File: src/rtl/switch_event_arbiter.sv
// switch_event_arbiter
//   Turns edges on NUM_SW debounced switch lines into a single valid/ready
//   event stream. Each switch owns one pending slot. Slots are served
//   round-robin through a registered output stage. Sticky per-switch overflow
//   flags record events dropped because the slot was still occupied.
//   Optional feature macro: SWITCH_RELEASE_EVENTS_EN (release edges also
//   produce events, with o_Event_Press = 0).
module switch_event_arbiter #(
  parameter int NUM_SW = 4,
  parameter int ID_W   = 2
) (
  input  logic              i_Clk,
  input  logic              i_Reset,
  input  logic [NUM_SW-1:0] i_Switch,
  output logic              o_Event_Valid,
  input  logic              i_Event_Ready,
  output logic [ID_W-1:0]   o_Event_Id,
  output logic              o_Event_Press,
  output logic [NUM_SW-1:0] o_Overflow,
  input  logic              i_Overflow_Clear
);

  localparam int IDX_W = (NUM_SW > 1) ? $clog2(NUM_SW) : 1;

  typedef enum logic {ST_IDLE, ST_OFFER} state_t;

  state_t            state_reg, state_next;
  logic [NUM_SW-1:0] switch_prev_reg;
  logic              armed_reg;
  logic [NUM_SW-1:0] pend_reg;
  logic [NUM_SW-1:0] kind_reg;
  logic [NUM_SW-1:0] overflow_reg;
  logic [ID_W-1:0]   last_grant_reg;
  logic [ID_W-1:0]   event_id_reg;
  logic              event_press_reg;

  logic [NUM_SW-1:0] edge_vec;
  logic [NUM_SW-1:0] edge_kind;
  logic [NUM_SW-1:0] win_onehot;
  logic [NUM_SW-1:0] ovf_set;
  logic [IDX_W-1:0]  win_idx;
  logic              any_pend;
  logic              load;

  // Edge detection is suppressed until the arm cycle has captured a valid
  // previous level, so switches held through reset produce nothing.
`ifdef SWITCH_RELEASE_EVENTS_EN
  assign edge_vec  = armed_reg ? (i_Switch ^ switch_prev_reg) : '0;
  assign edge_kind = i_Switch;
`else
  assign edge_vec  = armed_reg ? (i_Switch & ~switch_prev_reg) : '0;
  assign edge_kind = '1;
`endif

  assign any_pend = |pend_reg;

  // Previous-level register and arm flag.
  always_ff @(posedge i_Clk or posedge i_Reset) begin
    if (i_Reset) begin
      switch_prev_reg <= '0;
      armed_reg       <= 1'b0;
    end else begin
      switch_prev_reg <= i_Switch;
      armed_reg       <= 1'b1;
    end
  end

  // Round-robin pick: scanning offsets from high to low lets the smallest
  // offset after the last grant win without an early exit.
  always_comb begin
    int cand;
    win_idx = '0;
    cand    = 0;
    for (int off = NUM_SW; off >= 1; off--) begin
      cand = (int'(last_grant_reg) + off) % NUM_SW;
      if (pend_reg[IDX_W'(cand)]) begin
        win_idx = IDX_W'(cand);
      end
    end
  end

  // Output FSM state register.
  always_ff @(posedge i_Clk or posedge i_Reset) begin
    if (i_Reset) begin
      state_reg <= ST_IDLE;
    end else begin
      state_reg <= state_next;
    end
  end

  // Next-state and load decision: a slot is loaded whenever the output stage
  // is empty or is being emptied by a handshake this cycle.
  always_comb begin
    state_next = state_reg;
    load       = 1'b0;
    case (state_reg)
      ST_IDLE: begin
        if (any_pend) begin
          load       = 1'b1;
          state_next = ST_OFFER;
        end
      end
      ST_OFFER: begin
        if (i_Event_Ready) begin
          if (any_pend) begin
            load = 1'b1;
          end else begin
            state_next = ST_IDLE;
          end
        end
      end
      default: state_next = ST_IDLE;
    endcase
  end

  generate
    for (genvar gi = 0; gi < NUM_SW; gi++) begin : g_slot
      assign win_onehot[gi] = load && (win_idx == IDX_W'(gi));
      // A new edge is dropped only if the slot stays occupied this cycle.
      assign ovf_set[gi]    = edge_vec[gi] & pend_reg[gi] & ~win_onehot[gi];

      // Per-switch pending slot; a same-cycle load frees room for the edge.
      always_ff @(posedge i_Clk or posedge i_Reset) begin
        if (i_Reset) begin
          pend_reg[gi] <= 1'b0;
          kind_reg[gi] <= 1'b0;
        end else if (edge_vec[gi] && !ovf_set[gi]) begin
          pend_reg[gi] <= 1'b1;
          kind_reg[gi] <= edge_kind[gi];
        end else if (win_onehot[gi]) begin
          pend_reg[gi] <= 1'b0;
        end
      end
    end
  endgenerate

  // Sticky overflow flags; a new drop wins over a simultaneous clear.
  always_ff @(posedge i_Clk or posedge i_Reset) begin
    if (i_Reset) begin
      overflow_reg <= '0;
    end else begin
      overflow_reg <= (overflow_reg & ~{NUM_SW{i_Overflow_Clear}}) | ovf_set;
    end
  end

  // Registered output stage and round-robin pointer.
  always_ff @(posedge i_Clk or posedge i_Reset) begin
    if (i_Reset) begin
      event_id_reg    <= '0;
      event_press_reg <= 1'b0;
      last_grant_reg  <= ID_W'(NUM_SW - 1);
    end else if (load) begin
      event_id_reg    <= ID_W'(win_idx);
      event_press_reg <= kind_reg[win_idx];
      last_grant_reg  <= ID_W'(win_idx);
    end
  end

  assign o_Event_Valid = (state_reg == ST_OFFER);
  assign o_Event_Id    = event_id_reg;
  assign o_Event_Press = event_press_reg;
  assign o_Overflow    = overflow_reg;

endmodule

File: config.mk
export PLATFORM = sky130hd
export DESIGN_NAME = switch_event_arbiter
export DESIGN_NICKNAME = d
export VERILOG_FILES = /design/src/rtl/switch_event_arbiter.sv
export SDC_FILE = /design/constraint.sdc
export NUM_CORES = 1
export LEC_CHECK = 0
export BUFFER_PORTS_ARGS = -buffer_cell sky130_fd_sc_hd__clkbuf_2
export CORE_ASPECT_RATIO = 0.8
export CORE_MARGIN = 10
export CORE_UTILIZATION = 55
export CTS_BUF_LIST = sky130_fd_sc_hd__clkbuf_4
export DETAILED_ROUTE_END_ITERATION = 16
export PLACE_DENSITY = 0.79
export SKIP_LAST_GASP = 1
export SLEW_MARGIN = 10
export SYNTH_ARGS = -nofsm -noshare
export SYNTH_HDL_FRONTEND = slang
export SYNTH_SLANG_ARGS = --single-unit
File: constraint.sdc
create_clock -name i_Clk -period 2.2 [get_ports i_Clk]
set_input_delay 0.33 -clock i_Clk [delete_from_list [all_inputs] [get_ports i_Clk]]
set_output_delay 0.33 -clock i_Clk [all_outputs]
set_load 0.02 [all_outputs]
[Word level (Yosys, flattened, before mapping)]
Cells that the tools add are included.
Widths: inputs -> output; s select.
Word-level totals
  bits in registers: 23
  input port bits: 8
  output and inout bits: 8
  word-level logic and storage cells: 95
Operators by class
  $add $sub $neg: 4
  magnitude comparators: 5
  equal/unequal tests: 3
  multiplexer cells: 32
  bitwise operators: 18
  reductions and logical operators: 18
Operators by type and width (count)
  $mux 1: 20
  $lt 2x4->1 const B: 4
  $bmux 1 s2: 5
  $and 1x1->1: 8
  $and 4x4->4: 2
  $logic_and 1x1->1: 8
  $mux 2: 4
  $not 4->4: 2
  $reduce_bool 2->1: 4
  $not 1->1: 5
  $add 2x1->2 const B: 2
  $add 2x2->2 const B: 2
  $eq 2x2->1 const B: 2
  $logic_not 1->1: 4
  $mux 4: 1
  $or 4x4->4: 1
  $pmux 1 s2: 2
  $reduce_or 4->1: 1
  $lt 2x3->1 const B: 1
  $eq 2x1->1 const B: 1
  $logic_not 2->1: 1

[Longest topological paths before layout]
  word-level depth: 15
  gate-level depth with buffers: 5
  mapped depth without buffers: 5

[Worst setup path after synthesis]
OpenSTA, ideal clock, no wires.
  kind: flip-flop to flip-flop
  start: reg last_grant_reg[1]
  end: reg event_press_reg (netlist: o_Event_Press)
  data arrival time: 1.556 ns
  slack: 0.521 ns
  cell stages (with the launch flop): 6
  path through: dfstp_2 nand2b_1 a21oi_2 nor3_2 mux2_1 o221a_2
Between the ends
  cells in the longest elaborated chain, start to end: 10
  elaborated cells between the ends (all ways): 22
Ends and longest elaborated chain
  start, declared: RTL line 33  | logic [ID_W-1:0] last_grant_reg;
  start signal, assigned: RTL line 151  | last_grant_reg <= ID_W'(NUM_SW - 1);
  start signal, assigned: RTL line 155  | last_grant_reg <= ID_W'(win_idx);
  $add 2x1->2: RTL line 75  | cand = (int'(last_grant_reg) + off) % NUM_SW;
  $bmux 1 s2: RTL line 76  | if (pend_reg[IDX_W'(cand)]) begin
  $mux 1 (implied by the code) (2 in a row): RTL line 76
  $mux 2 (3 in a row): RTL line 76
  $mux 2 (*): RTL line 76
  $bmux 1 s2 (*): RTL line 154  | event_press_reg <= kind_reg[win_idx];
  $mux 1 (implied by the code) (*): RTL line 154
  end signal, assigned: RTL line 154
  end, declared: RTL line 35  | logic event_press_reg;
Mark *: on every way between the ends. The rest lies on a longest branch, timed or not. The select of a mux whose other input is x is not followed.
A chain may end at the register's enable or synchronous reset.

[Worst setup path in the final report]
Same ends and word-level chain as after synthesis.

==> flow_summary.yaml <==
synth:
  netlist_area_um2: 967
  syn-instance-count: 84
  yosysSeqAreaShare_pct: 59.8
  synthSimpleGateAreaFrac_pct: 14.0
  avgSynthCellArea_um2: 11.5
  synth_warnings: 0
  yosysUniqueCellTypes: 27
  synth_xor_area_share_pct: 0
  synth.area.mux_share_pct: 1.16
  synth_seq_cells: 23
  synth-async-reset-ratio_pct: 100
  synth-adder-area-share_pct: 0
  synth_top_family_by_area: "compound AO/OA/AOI/OAI gates"
  synth-compound-area-share_pct: 19.7
  synth_nets: 92
  synthFlopType: "dfrtp_1"
  synth_edf_count: 0
timing:
  slew_headroom_pct: 43.6
  clock.fmax_mhz: 552
  finalWorstSetupSlack_ns: 0.390
  slew_violations: 0
  rsz0062_at_grt: "no"
  min_period_over_period_pct: 82.3
  hold_viol: 0
  period_minus_slack_ns: 1.81
  fin_skew_ns: 0.00306
  tightest_slew_ns: 0.845
  fin_tns_setup_ns: 0
  setup-violations-final: 0
global_routing:
  grt_max_degree: 24
  grt_pass1_vias: 717
  gr-total-overflow: 0
  grt_use_total_pct: 10.9
  grt_pass1_wl_um: 3280
  antenna_found_initial: 0
floorplanning:
  core_area_mm2: 0.00164
  io-pin-count: 16
  die_y_um: 57.5
  fp-row-count: 13
  die-area_mm2: 0.00385
  initial_core_util_pct: 58.9
  die_w_um: 66.9
run_status:
  outcome: "completed"
drt:
  routed-wl-met3_um: 106
  routed_wl_um: 1880
  vias_per_cell: 5.35
  wl_met1_um: 782
  vias: 663
  drc_errors: 0
  ant_nets: 0
  firstDrtPassIters: 4
  wl_per_cell_um: 15.2
  drt_iter0_drc: 20
  dr_wl_met2_um: 977
  top_layer_used: "met4"
place:
  placed_area_mm2: 0.00107
  place_hpwl_um: 1500
  post-place-ws_ns: 0.397
  gp_congestion: 0.890
  numPortBuffers: 15
power:
  ir_drop_uv: 811
  cellLeakagePower_nw: 0.491
  power_density_mw_per_mm2: 1350
  power_mw: 1.48
critical_path:
  crit_path_end_kind: "register"
  worstPathArrival_ns: 2.02
  r2r-start: "last_grant_reg[1]"
  slowest_stage: "dfstp_2"
  critPathKind: "register to register"
  cp_num_buf_inv: 0
  critical_path.cell_chain: "nand2b_1 > a21oi_2 > nor3_2 > mux2_1 > o221a_2"
  crit_family: "flip-flops"
  start_kind: "register"
  crit_path_start: "last_grant_reg[1]"
  critPathMaxFanout: 4
  worst_ep_required_time_ns: 2.41
  critPathMaxStageDelay_ns: 0.58
run:
  cap_violations: 0
clock_tree:
  postCtsHoldBufs: 0
  clock_path_buffers: 2
  clock-root-buffer: "clkbuf_4"
  cts_made_buffers: 3
  clk_pin_slew_worst_paths_ns: 0.12
  cts_max_level: 1
  clock-sinks: 23
  cts_resized: 0
  clk_latency_ns: 0.31
  cts_setup_buffers: 0
  cts_tree: "yes"
final_layout:
  layout_commonest_cell: "dfrtp_1"
  fin_area_mm2: 0.00110
  final_cell_mix: "dfrtp_1 (21), clkbuf_2 (15), inv_1 (12)"
  antenna_cells: 0
  drive_above_1_share_pct: 31.4
  finish.net_count: 111
  utilization_pct: 66.7
  syn_to_final_growth_pct: 13.3
hold_path:
  hp-class: "input pin to asynchronous set/reset pin"
[worst paths after layout]
kind	depth (start not counted)	slack, ns	to
min	2	0.15	pend_reg[2]
min in group i_Clk	1	0.15	switch_prev_reg[3]
max in group asynchronous	2	1.53	kind_reg[0]
min reg2reg	1	0.49	kind_reg[2]
max	5	0.39	o_Event_Press
max reg2reg	5	0.39	o_Event_Press
[report_power, final]
group	internal, mW	switching, mW	leakage (nW)
combinational	0.268	0.352	0.218
sequential	0.553	0.116	0.258
clock	0.0693	0.122	0.0139
[per-layer routing]
metal / GRT usage, % / up-vias
met4: 2.34 / 0
li1: - / 329
met1: 12.6 / 321
met5: 0 / -
met3: 5.07 / 2
met2: 18.1 / 11
[Yosys cell counts, drive strengths merged (2+ instances only)]
master,n,area share (%)
dfrtp,21,54
dfstp,2,5.4
o22ai,4,2.6
inv,12,4.7
a21oi,3,2.7
nand2b,4,3.4
nand2,8,3.1
a41o,4,4.1
nand3,4,2.1
o21a,3,2.3
o21ai,6,3.9
[area by class of cell]
type	instances	area, µm²
clock inverters	1	7.51
inverters	12	45.0
fillers	144	547
repair buffers	15	75.1
flip-flops and latches	23	578
clock buffers	3	22.5
multi-input cells	48	340
well taps	22	27.5
[cell families after synthesis]
family | Yosys count
compound gates | 24
buf+inv | 13
flops | 23
mux | 1
other cells | 1
simple gates | 22
[metrics by stage]
step,cells,hold WS [ns]
6_report,124,0.152
5_1_grt,124,0.123
4_1_cts,124,0.143
3_5_place_dp,120,0.460
3_3_place_gp,120,0.451
2_1_floorplan,84,0.330
[worst reg2reg max path: cells and delay by family, from the launching register on]
family          cells  cell delay (ns)
compound gates      2             0.30
mux                 1             0.36
flops               1             0.58
simple gates        2             0.47
(Power assumes the default switching activity.)
